### config.mk
export PLATFORM = sky130hd
export DESIGN_NAME = button_event_latch
export DESIGN_NICKNAME = d
export VERILOG_FILES = /design/src/rtl/otter_io_pkg.sv /design/src/rtl/btn_debounce_fsm.sv /design/src/rtl/button_event_latch.sv
export SDC_FILE = /design/constraint.sdc
export NUM_CORES = 1
export LEC_CHECK = 0
export CORE_MARGIN = 8
export CORE_UTILIZATION = 36
export DETAILED_ROUTE_END_ITERATION = 10
export GPL_ROUTABILITY_DRIVEN = 0
export GPL_TIMING_DRIVEN = 0
export HOLD_SLACK_MARGIN = 0.15
export REMOVE_ABC_BUFFERS = 1
export SLEW_MARGIN = 15
export SYNTH_ARGS = -nofsm -noshare
export SYNTH_HDL_FRONTEND = slang
export SYNTH_HIERARCHICAL = 1
export SYNTH_SLANG_ARGS = --single-unit
### constraint.sdc
create_clock -name CLK -period 2.24 [get_ports CLK]
set_input_delay 0.224 -clock CLK [delete_from_list [all_inputs] [get_ports CLK]]
set_output_delay 0.224 -clock CLK [all_outputs]
set_load 0.01 [all_outputs]
### src/rtl/otter_io_pkg.sv
// -----------------------------------------------------------------------------
// otter_io_pkg
// Shared definitions for the OTTER button I/O block:
//   - btn_state_t      : per-button debounce FSM state
//   - BTN_AD           : read address of the button status register
//   - BTN_CLR_AD       : write-1-to-clear address for the sticky event bits
//   - BTN_MASK_AD      : read/write address of the interrupt mask register
//   - btn_status_word  : packs event and level bits into the status word
// -----------------------------------------------------------------------------
package otter_io_pkg;

   typedef enum logic [1:0] {
      LOW       = 2'd0,
      WAIT_HIGH = 2'd1,
      HIGH      = 2'd2,
      WAIT_LOW  = 2'd3
   } btn_state_t;

   localparam int          NUM_BTNS    = 4;
   localparam logic [31:0] BTN_AD      = 32'h1118_0000;
   localparam logic [31:0] BTN_CLR_AD  = 32'h111C_0000;
   localparam logic [31:0] BTN_MASK_AD = 32'h1120_0000;

   function automatic logic [31:0] btn_status_word(input logic [3:0] evt,
                                                   input logic [3:0] level);
      return {24'b0, evt, level};
   endfunction

endpackage

### src/rtl/btn_debounce_fsm.sv
// -----------------------------------------------------------------------------
// btn_debounce_fsm
// One button: two-flop synchronizer followed by a LOW/WAIT_HIGH/HIGH/WAIT_LOW
// debounce FSM. A level change is accepted once the synchronized input has
// disagreed with the current level for DEBOUNCE_CYCLES+1 consecutive samples
// (the sample that opens the wait plus DEBOUNCE_CYCLES more).
//
// Ports
//   CLK     in   system clock
//   RST     in   synchronous active-high reset
//   btn_raw in   raw asynchronous button input
//   level   out  registered debounced level
//   press   out  one-cycle strobe, high in the cycle whose closing edge
//                raises level (decoded so the sticky event bit and level
//                update on the same edge)
// -----------------------------------------------------------------------------
module btn_debounce_fsm
   import otter_io_pkg::*;
#(
   parameter int DEBOUNCE_CYCLES = 500000
) (
   input  logic CLK,
   input  logic RST,
   input  logic btn_raw,
   output logic level,
   output logic press
);

   localparam int                CNT_W   = $clog2(DEBOUNCE_CYCLES + 1);
   localparam logic [CNT_W-1:0]  CNT_MAX = CNT_W'(DEBOUNCE_CYCLES);
   localparam logic [CNT_W-1:0]  CNT_ONE = CNT_W'(1);

   logic [1:0]       sync;   // [0] first stage, [1] second stage
   logic             s;
   btn_state_t       state;
   logic [CNT_W-1:0] count;

   assign s = sync[1];

   // Reset is excluded so an edge that resets the FSM never reports a press.
   assign press = !RST && (state == WAIT_HIGH) && s && (count == CNT_MAX);

   // NOTE: every register in this block updates with <= so all of them
   // sample the values from before the edge, as real flops do.
   always_ff @(posedge CLK) begin
      if (RST) begin
         sync  <= 2'b00;
         state <= LOW;
         count <= '0;
         level <= 1'b0;
      end else begin
         sync <= {sync[0], btn_raw};
         case (state)
            LOW: begin
               if (s) begin
                  state <= WAIT_HIGH;
                  count <= CNT_ONE;
               end
            end
            WAIT_HIGH: begin
               if (!s) begin
                  state <= LOW;
                  count <= '0;
               end else if (count == CNT_MAX) begin
                  state <= HIGH;
                  count <= '0;
                  level <= 1'b1;
               end else begin
                  count <= count + CNT_ONE;
               end
            end
            HIGH: begin
               if (!s) begin
                  state <= WAIT_LOW;
                  count <= CNT_ONE;
               end
            end
            WAIT_LOW: begin
               if (s) begin
                  state <= HIGH;
                  count <= '0;
               end else if (count == CNT_MAX) begin
                  state <= LOW;
                  count <= '0;
                  level <= 1'b0;
               end else begin
                  count <= count + CNT_ONE;
               end
            end
            default: begin
               state <= LOW;
               count <= '0;
            end
         endcase
      end
   end

endmodule

### src/rtl/button_event_latch.sv
// -----------------------------------------------------------------------------
// button_event_latch
// Four debounced buttons with sticky press-event bits, an interrupt mask and
// a level interrupt, exposed on the OTTER I/O bus.
//
// Ports
//   CLK         in   system clock (50 MHz)
//   RST         in   synchronous active-high reset
//   BTN_IN      in   raw buttons [0]=L [1]=R [2]=U [3]=D
//   IOBUS_ADDR  in   bus address
//   IOBUS_OUT   in   bus write data
//   IOBUS_WR    in   bus write strobe
//   RD_DATA     out  combinational read data for IOBUS_ADDR
//                      BTN_AD      -> {24'b0, EVT, LEVEL}
//                      BTN_MASK_AD -> {28'b0, MASK}
//                      otherwise   -> 0
//   INTR        out  registered |(EVT & MASK)
// Writes: BTN_CLR_AD clears EVT bits written 1 (a same-edge press wins);
//         BTN_MASK_AD loads MASK from IOBUS_OUT[3:0].
// -----------------------------------------------------------------------------
module button_event_latch
   import otter_io_pkg::*;
#(
   parameter int          DEBOUNCE_CYCLES = 500000,
   parameter logic [31:0] BTN_AD          = otter_io_pkg::BTN_AD,
   parameter logic [31:0] BTN_CLR_AD      = otter_io_pkg::BTN_CLR_AD,
   parameter logic [31:0] BTN_MASK_AD     = otter_io_pkg::BTN_MASK_AD
) (
   input  logic        CLK,
   input  logic        RST,
   input  logic [3:0]  BTN_IN,
   input  logic [31:0] IOBUS_ADDR,
   input  logic [31:0] IOBUS_OUT,
   input  logic        IOBUS_WR,
   output logic [31:0] RD_DATA,
   output logic        INTR
);

   logic [NUM_BTNS-1:0] level;
   logic [NUM_BTNS-1:0] press;
   logic [NUM_BTNS-1:0] evt;
   logic [NUM_BTNS-1:0] mask;
   logic                clr_wr;
   logic                mask_wr;
   logic                unused_wdata;

   // Only the low nibble of write data is meaningful to this block.
   assign unused_wdata = ^IOBUS_OUT[31:NUM_BTNS];

   for (genvar i = 0; i < NUM_BTNS; i++) begin : gen_btn
      btn_debounce_fsm #(
         .DEBOUNCE_CYCLES(DEBOUNCE_CYCLES)
      ) u_debounce (
         .CLK    (CLK),
         .RST    (RST),
         .btn_raw(BTN_IN[i]),
         .level  (level[i]),
         .press  (press[i])
      );
   end

   assign clr_wr  = IOBUS_WR && (IOBUS_ADDR == BTN_CLR_AD);
   assign mask_wr = IOBUS_WR && (IOBUS_ADDR == BTN_MASK_AD);

   always_ff @(posedge CLK) begin
      if (RST) begin
         evt  <= '0;
         mask <= '0;
         INTR <= 1'b0;
      end else begin
         // OR-ing press after the clear makes a coincident press win.
         if (clr_wr)
            evt <= (evt & ~IOBUS_OUT[NUM_BTNS-1:0]) | press;
         else
            evt <= evt | press;
         if (mask_wr)
            mask <= IOBUS_OUT[NUM_BTNS-1:0];
         INTR <= |(evt & mask);
      end
   end

   // NOTE: the default assignment first means every path drives RD_DATA,
   // so this stays pure combinational logic with no inferred latch.
   always_comb begin
      RD_DATA = 32'b0;
      if (IOBUS_ADDR == BTN_AD)
         RD_DATA = btn_status_word(evt, level);
      else if (IOBUS_ADDR == BTN_MASK_AD)
         RD_DATA = {28'b0, mask};
   end

endmodule

# Yosys cells after proc, flatten, opt, wreduce, memory -nomap -nowiden
# Index checks and enable logic that the tools add are counted.
# totals
register_bits	105
in_bits	71
out_inout_bits	33
elab_cells	190
# op_classes
add_sub_neg	4
n_eq_ne	51
mux	75
bitwise	5
n_reduce_logical	36
# ops
operator	n
two-way mux 19 bit	20
case mux 19 bit (4 select lines)	4
== test 32 x 29 -> 1 bit, second input constant	3
adder 19 x 1 -> 19 bit, second input constant	4
== test 19 bit, second input constant	4
two-way mux 2 bit	24
case mux 2 bit (4 select lines)	4
!= test 2 x 1 -> 1 bit, second input constant	12
!= test 2 bit, second input constant	12
AND reduction 5 bit	4
== test 2 bit, second input constant	8
two-way mux 1 bit	16
AND reduction 4 bit	4
logical AND 1 bit	14
!= test 3 x 1 -> 1 bit, second input constant	4
!= test 3 bit, second input constant	4
bitwise AND 4 bit	2
== test 2 x 1 -> 1 bit, second input constant	4
logical NOT 2 bit	4
two-way mux 4 bit	2
two-way mux 8 bit	1
OR 4 bit	2
case mux 1 bit (2 select lines)	4
AND reduction 2 bit	4
4 further kinds	7

# Depth between registers and ports, before layout
# Gate-level depths: netlist (run 1).
# logic_depth
word_depth	6
ltp_mapped	9
depth_no_buf	8

# Modules after synthesis
# Netlist (run 1), hierarchy kept.
# by_module_without_submodules
mod	n_inst	cells_per_inst	area_each_um2	seq_area_each_um2
btn_debounce_fsm (gen_btn[0].u_debounce ...)	3	158	1275.0	480.5
btn_debounce_fsm (gen_btn[3].u_debounce)	1	147	1252.5	480.5
button_event_latch	1	98	863.3	180.2

# Worst setup path after synthesis (run 1)
# No wires, ideal clock.
# synth_path
path_type	reg2reg
startpoint	reg gen_btn[0].u_debounce.count[0]
endpoint	reg evt[0]
setup_ns	0.086
arrival_time_ns	1.994
required_time_ns	2.154
slack_ns	0.160
path_stages_with_launch	9
n_path_buf	0
synth_period_minus_slack_ns	2.080
cell_sequence	dfxtp_1 -> inv_1 -> ha_1 -> or4b_1 -> nor3_4 -> nand3_1 -> nor3b_1 -> and4b_1 -> a211oi_1
# synth_via
elab_chain_len	4
word_cells_on_any_way	5
classes_between	1 x eq/ne; 1 x mux; 2 x bitwise; 1 x reduce/logical
# synth_rtl
element	line	text
from (decl)	btn_debounce_fsm.sv:36	logic [CNT_W-1:0] count;
from (signal assigned)	btn_debounce_fsm.sv:69	count <= count + CNT_ONE;
from (signal assigned)	btn_debounce_fsm.sv:87	count <= count + CNT_ONE;
== test 19 bit *	btn_debounce_fsm.sv:41	assign press = !RST && (state == WAIT_HIGH) && s && (count == CNT_MAX);
logical AND 1 bit *	btn_debounce_fsm.sv:41	
via press[0]	button_event_latch.sv:40	logic [NUM_BTNS-1:0] press;
OR 4 bit, on equally long branches	button_event_latch.sv:75, button_event_latch.sv:73	
two-way mux 4 bit *	button_event_latch.sv:72	if (clr_wr)
to (signal assigned)	button_event_latch.sv:73	evt <= (evt & ~IOBUS_OUT[NUM_BTNS-1:0]) | press;
to (signal assigned)	button_event_latch.sv:75	evt <= evt | press;
to (decl)	button_event_latch.sv:41	logic [NUM_BTNS-1:0] evt;
# Mark *: on every way through the listed nets, which the timed path passes. The rest lies on a longest branch.
# A chain may end at the register's enable or synchronous reset.

# Worst setup path after layout (run 1)
# layout_path
startpoint	reg gen_btn[3].u_debounce.count[9]
endpoint	reg gen_btn[3].u_debounce.count[9]
# layout_via
elab_chain_len	4
word_cells_on_any_way	6
classes_between	1 x add/sub; 1 x eq/ne; 4 x mux
# layout_rtl
element	line	text
from (decl)	btn_debounce_fsm.sv:36	
from (signal assigned)	btn_debounce_fsm.sv:69	
from (signal assigned)	btn_debounce_fsm.sv:87	
adder 19 x 1 -> 19 bit / == test 19 bit (equally long branches)	--	
two-way mux 19 bit *	btn_debounce_fsm.sv:64, btn_debounce_fsm.sv:82	
two-way mux 19 bit, on equally long branches	btn_debounce_fsm.sv:79, btn_debounce_fsm.sv:61	
case mux 19 bit (4 select lines) *	btn_debounce_fsm.sv:53	case (state)
# Mark *: on every way between the ends. The rest lies on a longest branch, timed or not.

==> flow_summary.json, run 1 <==
{
  "status": "completed",
  "synthFlopType": "dfxtp_1",
  "drtIter0Drc": 411,
  "whs_ns": 0.229,
  "initial_utilization_pct": 36.3,
  "worstSetupPathType": "reg -> reg",
  "relSlewSlack_pct": 52.7,
  "die_w_um": 144,
  "drv_cap": 0,
  "power_frac_clock_pct": 44.9,
  "fin_crit_ns": 2.15,
  "p_leak_uw": 0.00270,
  "final_cell_mix": "dfxtp_1 (104), nand2_1 (84), a21oi_1 (46)",
  "synth_edf_count": 0,
  "postLayoutCellArea_um2": 7290,
  "layout_setup_ws_ns": 0.0865,
  "num-nets-final": 858,
  "clk_latency_ns": 0.35,
  "ys_types": 63,
  "p_per_area_nw_per_um2": 541,
  "core_area_um2": 16300,
  "antenna_cells": 0,
  "dieArea_um2": 20900,
  "fin_crit_sh_pct": 96.1,
  "path_cells": "or4b_4 > nor3_4 > a211oi_4 > buf_8 > and3_1 > or3_1",
  "power_switching_uw": 865,
  "netlist_instances": 719,
  "clk_pin_slew_ns": 0.07,
  "avgSynthCellArea_um2": 8.26,
  "hold_path_class": "in -> reg",
  "critPathSlowestCell": "or4b_4",
  "track_usage_pct": 13.9,
  "finalClockSkew_ns": 0.0101,
  "max_freq_mhz": 464,
  "ys_seq_elements": 105,
  "cts.hold.buffers_added": 0,
  "rows": 47,
  "clock-root-buffer": "clkbuf_16",
  "syn_area_um2": 5940,
  "crit_fanout": 20,
  "grt_overflow": 0,
  "place_hpwl_mm": 10.1,
  "pre_cts_ws_ns": -0.618,
  "seqPwrFrac_pct": 48.3,
  "syn_to_final_growth_pct": 22.7,
  "hold_viol": 0,
  "grt_setup_unrepaired": "yes",
  "swShare_pct": 21.9,
  "power.total_uw": 3950,
  "yosysWarnings": 6,
  "p_comb_share_pct": 6.8,
  "cp.arrival_ns": 2.38,
  "grt_max_degree": 40,
  "critPathMaxStageDelay_ns": 0.56,
  "cts_tree": "yes",
  "first_global_vias": 4582,
  "portBuffers": 51,
  "p_int_uw": 3080,
  "pin_count": 104,
  "cts_sinks": 105,
  "tightest_slew_ns": 0.705,
  "final_common_cell": "dfxtp_1",
  "setup_viol": 0,
  "final_antenna_net_count": 0,
  "end_kind": "flip-flop",
  "finalWirelength_mm": 14.3,
  "required_ns": 2.47,
  "die_y_um": 144,
  "dpl_cell_area_um2": 6590,
  "route.detailed.drc": 0,
  "vias": 5225,
  "wl_per_cell_um": 14.3,
  "seq_area_frac_synth_pct": 35.4,
  "async_flop_share_pct": 0,
  "grt_pass1_wl_mm": 23.3,
  "cts_buffers": 9,
  "htreeDepth": 3,
  "ir_drop_v": 0.000341,
  "maxSlewViolCount": 0,
  "stdcell_count": 1003,
  "startpoint_type": "flip-flop",
  "drive_above_1_share_pct": 14.6,
  "placed_cells": 968,
  "viasPerCell": 5.21,
  "first_pass_iters": 5,
  "clock_path_buffers": 2,
  "antenna_found_initial": 2
}
[final timing paths]
kind | from | to | slack (ns) | depth (start not counted)
hold / removal | RST | flip-flop | 0.23 | 2
setup / recovery | gen_btn[3].u_debounce/count[9] | gen_btn[3].u_debounce/count[9] | 0.09 | 6
hold reg to reg | gen_btn[0].u_debounce/sync[0] | gen_btn[0].u_debounce/sync[1] | 0.44 | 1
setup reg to reg | gen_btn[3].u_debounce/count[9] | gen_btn[3].u_debounce/count[9] | 0.09 | 6
[sequential cells by signal (all words and copies together), names as in the netlist, named ones only]
register                  flops
INTR                          1
evt                           4
gen_btn.u_debounce/count     76
gen_btn.u_debounce/level      4
gen_btn.u_debounce/state      4
gen_btn.u_debounce/sync       8
mask                          4
[critical path, delay by kind of cell (launching register included)]
kind,cells,cell delay [ns]
flops,1,0.35
compound gates,1,0.13
simple gates,4,1.37
buf+inv,1,0.18
[per-stage QoR]
step | util, % | setup TNS [ns]
after floorplan | - | 0
after global placement | 39.7 | -121.51
after CTS | 43.6 | 0
final | 44.6 | 0
after detailed placement | 40.3 | -6.44
after global routing | 44.6 | -0.0197
[power by group through the flow]
stage	logic (uW)	registers, uW	clock network [uW]
after floorplan	107	1940	0
after global placement	231	1950	0
after detailed placement	248	1950	0
after CTS	264	1900	1830
after global routing	295	1910	1910
final	267	1910	1770
[synth_stat cells (12+ instances only)]
cell type | count | area (um^2)
nor2b_1 | 13 | 81.3
nand3_1 | 48 | 240
and3_1 | 14 | 87.6
a21oi_1 | 46 | 230
or3_1 | 16 | 100
a31oi_1 | 15 | 93.8
nand2_1 | 85 | 319
nand4_1 | 23 | 144
mux2i_1 | 12 | 120
buf_4 | 25 | 188
o21ai_0 | 23 | 115
nor3_1 | 27 | 135
dfxtp_1 | 105 | 2100
nor3b_1 | 14 | 105
a22o_1 | 12 | 105
nor2_1 | 42 | 158
clkbuf_1 | 16 | 60.1
inv_1 | 27 | 101
[what timing repair did]
item	CTS	global route
buffers inserted	8	10
hold endpoints to repair	0	0
gates cloned	2	0
setup endpoints to repair	39	22
pin swaps	8	12
gates resized for setup	33	33
[logic make-up after synthesis]
| group | share of synthesized area (%) |
|---|---|
| buffers and inverters | 7.14 |
| DFF | 35.4 |
| xor gates and xnor gates | 2.21 |
| other | 0.0631 |
| and+or+nand+nor | 36.0 |
| muxes | 2.02 |
| AOI/OAI and AO/OA | 15.5 |
| adders and majority gates | 1.68 |
[area by class of cell]
type / count / area [um^2]
repair buffers: 75 / 694
flip-flops and latches: 105 / 2100
well taps: 220 / 275
fillers: 1636 / 9060
inverters: 27 / 101
clock buffers: 13 / 270
clock inverters: 2 / 60.1
multi-input cells: 561 / 3780
[metal layers]
layer	share of wire, %	GRT usage (%)	vias to the layer above
met5	0.19	0	-
met3	4.6	3.04	19
met2	44	21.0	104
li1	-	-	2702
met1	50	19.1	2396
met4	1.3	4.82	4
No activity file was read; power rests on OpenSTA's default activity.
==> run 2, diff against run 1 <==
--- a/config.mk
+++ b/config.mk
@@ -5,7 +5,7 @@
 export SDC_FILE = /design/constraint.sdc
 export NUM_CORES = 1
 export LEC_CHECK = 0
-export CORE_MARGIN = 8
+export CORE_MARGIN = 2
 export CORE_UTILIZATION = 36
 export DETAILED_ROUTE_END_ITERATION = 10
 export GPL_ROUTABILITY_DRIVEN = 0
==> flow_summary.json, run 2 (synthesis results as in run 1) <==
{
  "status": "completed",
  "cp.arrival_ns": 2.42,
  "whs_ns": 0.232,
  "route.detailed.drc": 0,
  "viasPerCell": 5.19,
  "initial_utilization_pct": 37.1,
  "reg_top3": "gen_btn.u_debounce/count: 76 flops, gen_btn.u_debounce/sync: 8 flops",
  "startpoint": "gen_btn[0].u_debounce/count[0]",
  "end_kind": "flip-flop",
  "cts.hold.buffers_added": 0,
  "regArea_um2": 2100,
  "timing.rr.start": "gen_btn[0].u_debounce/count[0]",
  "grt_setup_unrepaired": "no",
  "cts_tree": "yes",
  "num-nets-final": 863,
  "critPathMaxStageDelay_ns": 0.48,
  "placed_cells": 964,
  "seqPwrFrac_pct": 48.0,
  "fin_crit_ns": 2.14,
  "final_common_cell": "dfxtp_1",
  "dieArea_um2": 17500,
  "r2r_slack_ns": 0.10,
  "finalClockSkew_ns": 0.00553,
  "crit_fanout": 5,
  "p_leak_uw": 0.00276,
  "wl_per_cell_um": 13.8,
  "finalWirelength_mm": 13.9,
  "final_antenna_net_count": 0,
  "stdcell_count": 1005,
  "hold_path_class": "in -> reg",
  "max_freq_mhz": 468,
  "htreeDepth": 3,
  "core_area_um2": 16000,
  "regMostFlops": "gen_btn.u_debounce/count",
  "clk_latency_ns": 0.36,
  "relSlewSlack_pct": 52.0,
  "crit_end": "evt[0]",
  "pin_count": 104,
  "cts_sinks": 105,
  "worstSetupPathType": "reg -> reg",
  "power_frac_clock_pct": 45.2,
  "p_int_uw": 3090,
  "die_y_um": 132,
  "track_usage_pct": 15.8,
  "vias": 5218,
  "multi_input_area_um2": 3770,
  "maxSlewViolCount": 0,
  "drtIter0Drc": 350,
  "place_hpwl_mm": 9.62,
  "setup_viol": 0,
  "syn_to_final_growth_pct": 23.4,
  "hold_viol": 0,
  "fin_crit_sh_pct": 95.4,
  "antenna_cells": 0,
  "drv_cap": 0,
  "path_cells": "inv_1 > ha_1 > or4b_4 > nor3_4 > nand3_2 > nor3b_4 > and4b_1 > a211oi_2",
  "die_w_um": 132,
  "postLayoutCellArea_um2": 7330,
  "grt_pass1_wl_mm": 22.8,
  "tightest_slew_ns": 0.714,
  "largest_register_ffs": 76,
  "antenna_found_initial": 0,
  "p_per_area_nw_per_um2": 541,
  "cts_buffers": 9,
  "clock_path_buffers": 2,
  "nFillCells": 1622,
  "critPathSlowestCell": "or4b_4",
  "required_ns": 2.52,
  "final_cell_mix": "dfxtp_1 (103), nand2_1 (84), a21oi_1 (46)",
  "clock-root-buffer": "clkbuf_16",
  "dpl_cell_area_um2": 6580,
  "startpoint_type": "flip-flop",
  "drive_above_1_share_pct": 15.3,
  "rows": 46,
  "first_pass_iters": 4,
  "swShare_pct": 22.2,
  "grt_max_degree": 39,
  "ff2ff_path_depth": 8,
  "p_comb_share_pct": 6.8,
  "ir_drop_v": 0.000399,
  "r2r-end": "evt[0]",
  "power_switching_uw": 881,
  "portBuffers": 51,
  "grt_overflow": 0,
  "first_global_vias": 4612,
  "clk_pin_slew_ns": 0.07
}
-- run 2: changes by cell type in the layout (fill, tap and decap cells not counted), moves of 2 or more --
cell             before  now
a211oi_1              8    6
a211oi_2              0    2
buf_4                17   22
clkbuf_2              6    4
clkdlybuf4s15_1       2    0
dlymetal6s2s_1        0    4
nor2_4                3    1
-- run 2: how the worst min path moves through the flow --
| stage | to | start | slack, ns | cells after the start |
|---|---|---|---|---|
| 2_1_floorplan | INTR | RST | 0.29 | 1 |
| 4_1_cts | flip-flop | RST | 0.23 | 2 |
| 3_5_place_dp | gen_btn[1].u_debounce/sync[1] | gen_btn[1].u_debounce/sync[0] | 0.43 | 1 |
| 5_1_grt | gen_btn[3].u_debounce/sync[0] | RST | 0.25 | 2 |
| 6_report | flip-flop | RST | 0.23 | 2 |
| 3_3_place_gp | gen_btn[2].u_debounce/sync[1] | gen_btn[2].u_debounce/sync[0] | 0.42 | 1 |
-- run 2: critical path, delay by kind of cell, from the launching register on --
kind / cells / cell delay [ns]
flip-flops: 1 / 0.36
adder cells (fa/ha/maj): 1 / 0.14
AND/OR/NAND/NOR: 5 / 1.27
AO/OA/AOI/OAI: 1 / 0.20
buffers and inverters: 1 / 0.09
-- run 2: timing repair --
action,4_1_cts,5_1_grt
pin swaps,8,14
resized for setup,23,35
buffers inserted,10,12
endpoints found under the hold margin,0,0
setup endpoints to repair,29,18
cloned,2,1
-- run 2: layout make-up --
| type | count | share of cell area (%) |
|---|---|---|
| multi-input cells | 562 | 51.5 |
| repair buffers | 79 | 10.1 |
| clock buffers | 12 | 3.64 |
| well taps | 216 | 3.69 |
| flip-flops and latches | 105 | 28.7 |
| inverters | 27 | 1.38 |
| clock inverters | 4 | 1.01 |
-- run 2: metrics by stage --
stage          power, uW  util, %  TNS (ns)  setup WS (ns)
2_1_floorplan       2050        -         0         0.0698
3_3_place_gp        2180     40.5   -120.70          -1.85
3_5_place_dp        2200     41.1     -4.07         -0.392
4_1_cts             4030     44.5    -0.731         -0.257
5_1_grt             4130     45.8         0        0.00223
6_report            3970     45.8         0          0.104
-- run 2: power groups by stage --
stage | Combinational (uW) | Sequential, uW | Clock (uW)
after CTS | 262 | 1900 | 1860
after detailed placement | 249 | 1950 | 0
after global routing | 294 | 1910 | 1930
final | 269 | 1910 | 1790
after floorplan | 107 | 1940 | 0
after global placement | 232 | 1950 | 0
-- run 2: routing by layer --
metal  vias up  part of all wire [%]  GRT usage [%]
met5         -                     0              0
met4         0                   1.2           4.12
met3        12                   4.0           3.68
met2        96                    46           24.9
met1      2393                    49           21.8
li1       2717                     -              -
==> run 3, diff against run 2 <==
--- a/config.mk
+++ b/config.mk
@@ -6,8 +6,9 @@
 export NUM_CORES = 1
 export LEC_CHECK = 0
 export CORE_MARGIN = 2
-export CORE_UTILIZATION = 36
+export CORE_UTILIZATION = 45
 export DETAILED_ROUTE_END_ITERATION = 10
+export DONT_BUFFER_PORTS = 1
 export GPL_ROUTABILITY_DRIVEN = 0
 export GPL_TIMING_DRIVEN = 0
 export HOLD_SLACK_MARGIN = 0.15
==> flow_summary.json, run 3 (synthesis results as in run 1) <==
{
  "p_per_area_nw_per_um2": 548,
  "status": "completed",
  "ir_drop_v": 0.000394,
  "die_y_um": 119,
  "viasPerCell": 5.68,
  "first_pass_iters": 5,
  "fin_crit_sh_pct": 97.0,
  "reg_top3": "gen_btn.u_debounce/count: 76 flops, gen_btn.u_debounce/sync: 8 flops",
  "rows": 41,
  "clk_latency_ns": 0.36,
  "largest_register_ffs": 76,
  "die_w_um": 119,
  "place_hpwl_mm": 9.26,
  "drtIter0Drc": 387,
  "finalClockSkew_ns": 0.00969,
  "pin_count": 104,
  "finalWirelength_mm": 13.8,
  "final_antenna_net_count": 0,
  "multi_input_area_um2": 3730,
  "tightest_slew_ns": 1.17,
  "hold_path_class": "in -> reg",
  "end_kind": "flip-flop",
  "initial_utilization_pct": 46.5,
  "final_cell_mix": "dfxtp_1 (100), nand2_1 (85), a21oi_1 (46)",
  "portBuffers": 0,
  "setup_tns_ns": 0,
  "track_usage_pct": 19.0,
  "num-nets-final": 808,
  "cts_sinks": 105,
  "route.detailed.drc": 0,
  "antenna_cells": 0,
  "grt_max_degree": 46,
  "timing.rr.start": "gen_btn[2].u_debounce/count[0]",
  "maxSlewViolCount": 0,
  "placed_cells": 868,
  "syn_to_final_growth_pct": 12.3,
  "drv_cap": 0,
  "crit_fanout": 5,
  "grt_overflow": 0,
  "core_area_um2": 12800,
  "regMostFlops": "gen_btn.u_debounce/count",
  "vias": 5143,
  "grt_setup_unrepaired": "yes",
  "nFillCells": 1164,
  "first_global_vias": 4582,
  "wl_per_cell_um": 15.2,
  "grt_pass1_wl_mm": 22.0,
  "required_ns": 2.52,
  "fin_crit_ns": 2.17,
  "htreeDepth": 3,
  "drive_above_1_share_pct": 14.2,
  "clk_pin_slew_ns": 0.07,
  "cts_buffers": 9,
  "relSlewSlack_pct": 21.3,
  "startpoint": "gen_btn[2].u_debounce/count[0]",
  "stdcell_count": 905,
  "setup_viol": 0,
  "hold_viol": 0,
  "antenna_found_initial": 0,
  "final_common_cell": "dfxtp_1",
  "regArea_um2": 2110,
  "worstSetupPathType": "reg -> reg",
  "whs_ns": 0.185,
  "clock_path_buffers": 2,
  "p_leak_uw": 0.00244,
  "max_freq_mhz": 460,
  "cts_tree": "yes",
  "startpoint_type": "flip-flop",
  "clock-root-buffer": "clkbuf_16",
  "cp.arrival_ns": 2.45,
  "dieArea_um2": 14100,
  "min_from": "RST"
}
run 3: layout make-up:
class | count | area share [%]
clock inverters | 5 | 0.863
flip-flops and latches | 105 | 31.6
multi-input cells | 561 | 55.9
repair buffers | 25 | 3.40
well taps | 172 | 3.23
clock buffers | 10 | 3.43
inverters | 27 | 1.52
run 3: path summary, 6_finish.rpt:
check             cells after the start  slack [ns]                              to
setup reg to reg                      8        0.07                          evt[2]
setup / recovery                      8        0.07                          evt[2]
hold / removal                        2        0.19  gen_btn[3].u_debounce/count[1]
hold reg to reg                       1        0.44   gen_btn[3].u_debounce/sync[1]
run 3: report_power, final:
group	internal, uW	total, uW	switching, uW
Combinational	68.7	179	110
Clock	861	1570	709
Sequential	1890	1910	19.9
Total	2820	3650	839
run 3: critical path, cell delays in order (launching register included):
cell,delay [ns]
dfxtp_2,0.35
inv_2,0.06
ha_1,0.12
or4b_4,0.47
nor3_4,0.31
nand3_2,0.16
nor3b_2,0.24
and4b_1,0.22
a211oi_2,0.16
run 3: what timing repair did:
item,in CTS,in global routing
pin swaps,2,13
gates resized for setup,14,25
gates cloned,0,2
setup endpoints to repair,24,10
hold endpoints to repair,48,0
buffers inserted,2,8
hold buffers,10,0
run 3: per-layer routing:
| metal | GRT usage (%) | vias to the layer above | part of all wire, % |
|---|---|---|---|
| met5 | 0 | - | 0 |
| met4 | 4.61 | 0 | 0.74 |
| met3 | 6.32 | 6 | 6.5 |
| met2 | 30.2 | 144 | 47 |
| met1 | 25.0 | 2400 | 46 |
| li1 | - | 2593 | - |
run 3: metrics by stage:
| stage | area, um^2 | power [uW] | utilization, % | worst slack (ns) |
|---|---|---|---|---|
| finish | 6670 | 3650 | 52.2 | 0.0679 |
| global route | 6670 | 3810 | 52.2 | -0.0631 |
| global placement | 5920 | 2070 | 46.3 | -0.336 |
| floorplan | 5700 | 2050 | - | 0.0698 |
| detailed placement | 5990 | 2090 | 46.9 | -0.288 |
| CTS | 6480 | 3710 | 50.8 | 0.00807 |
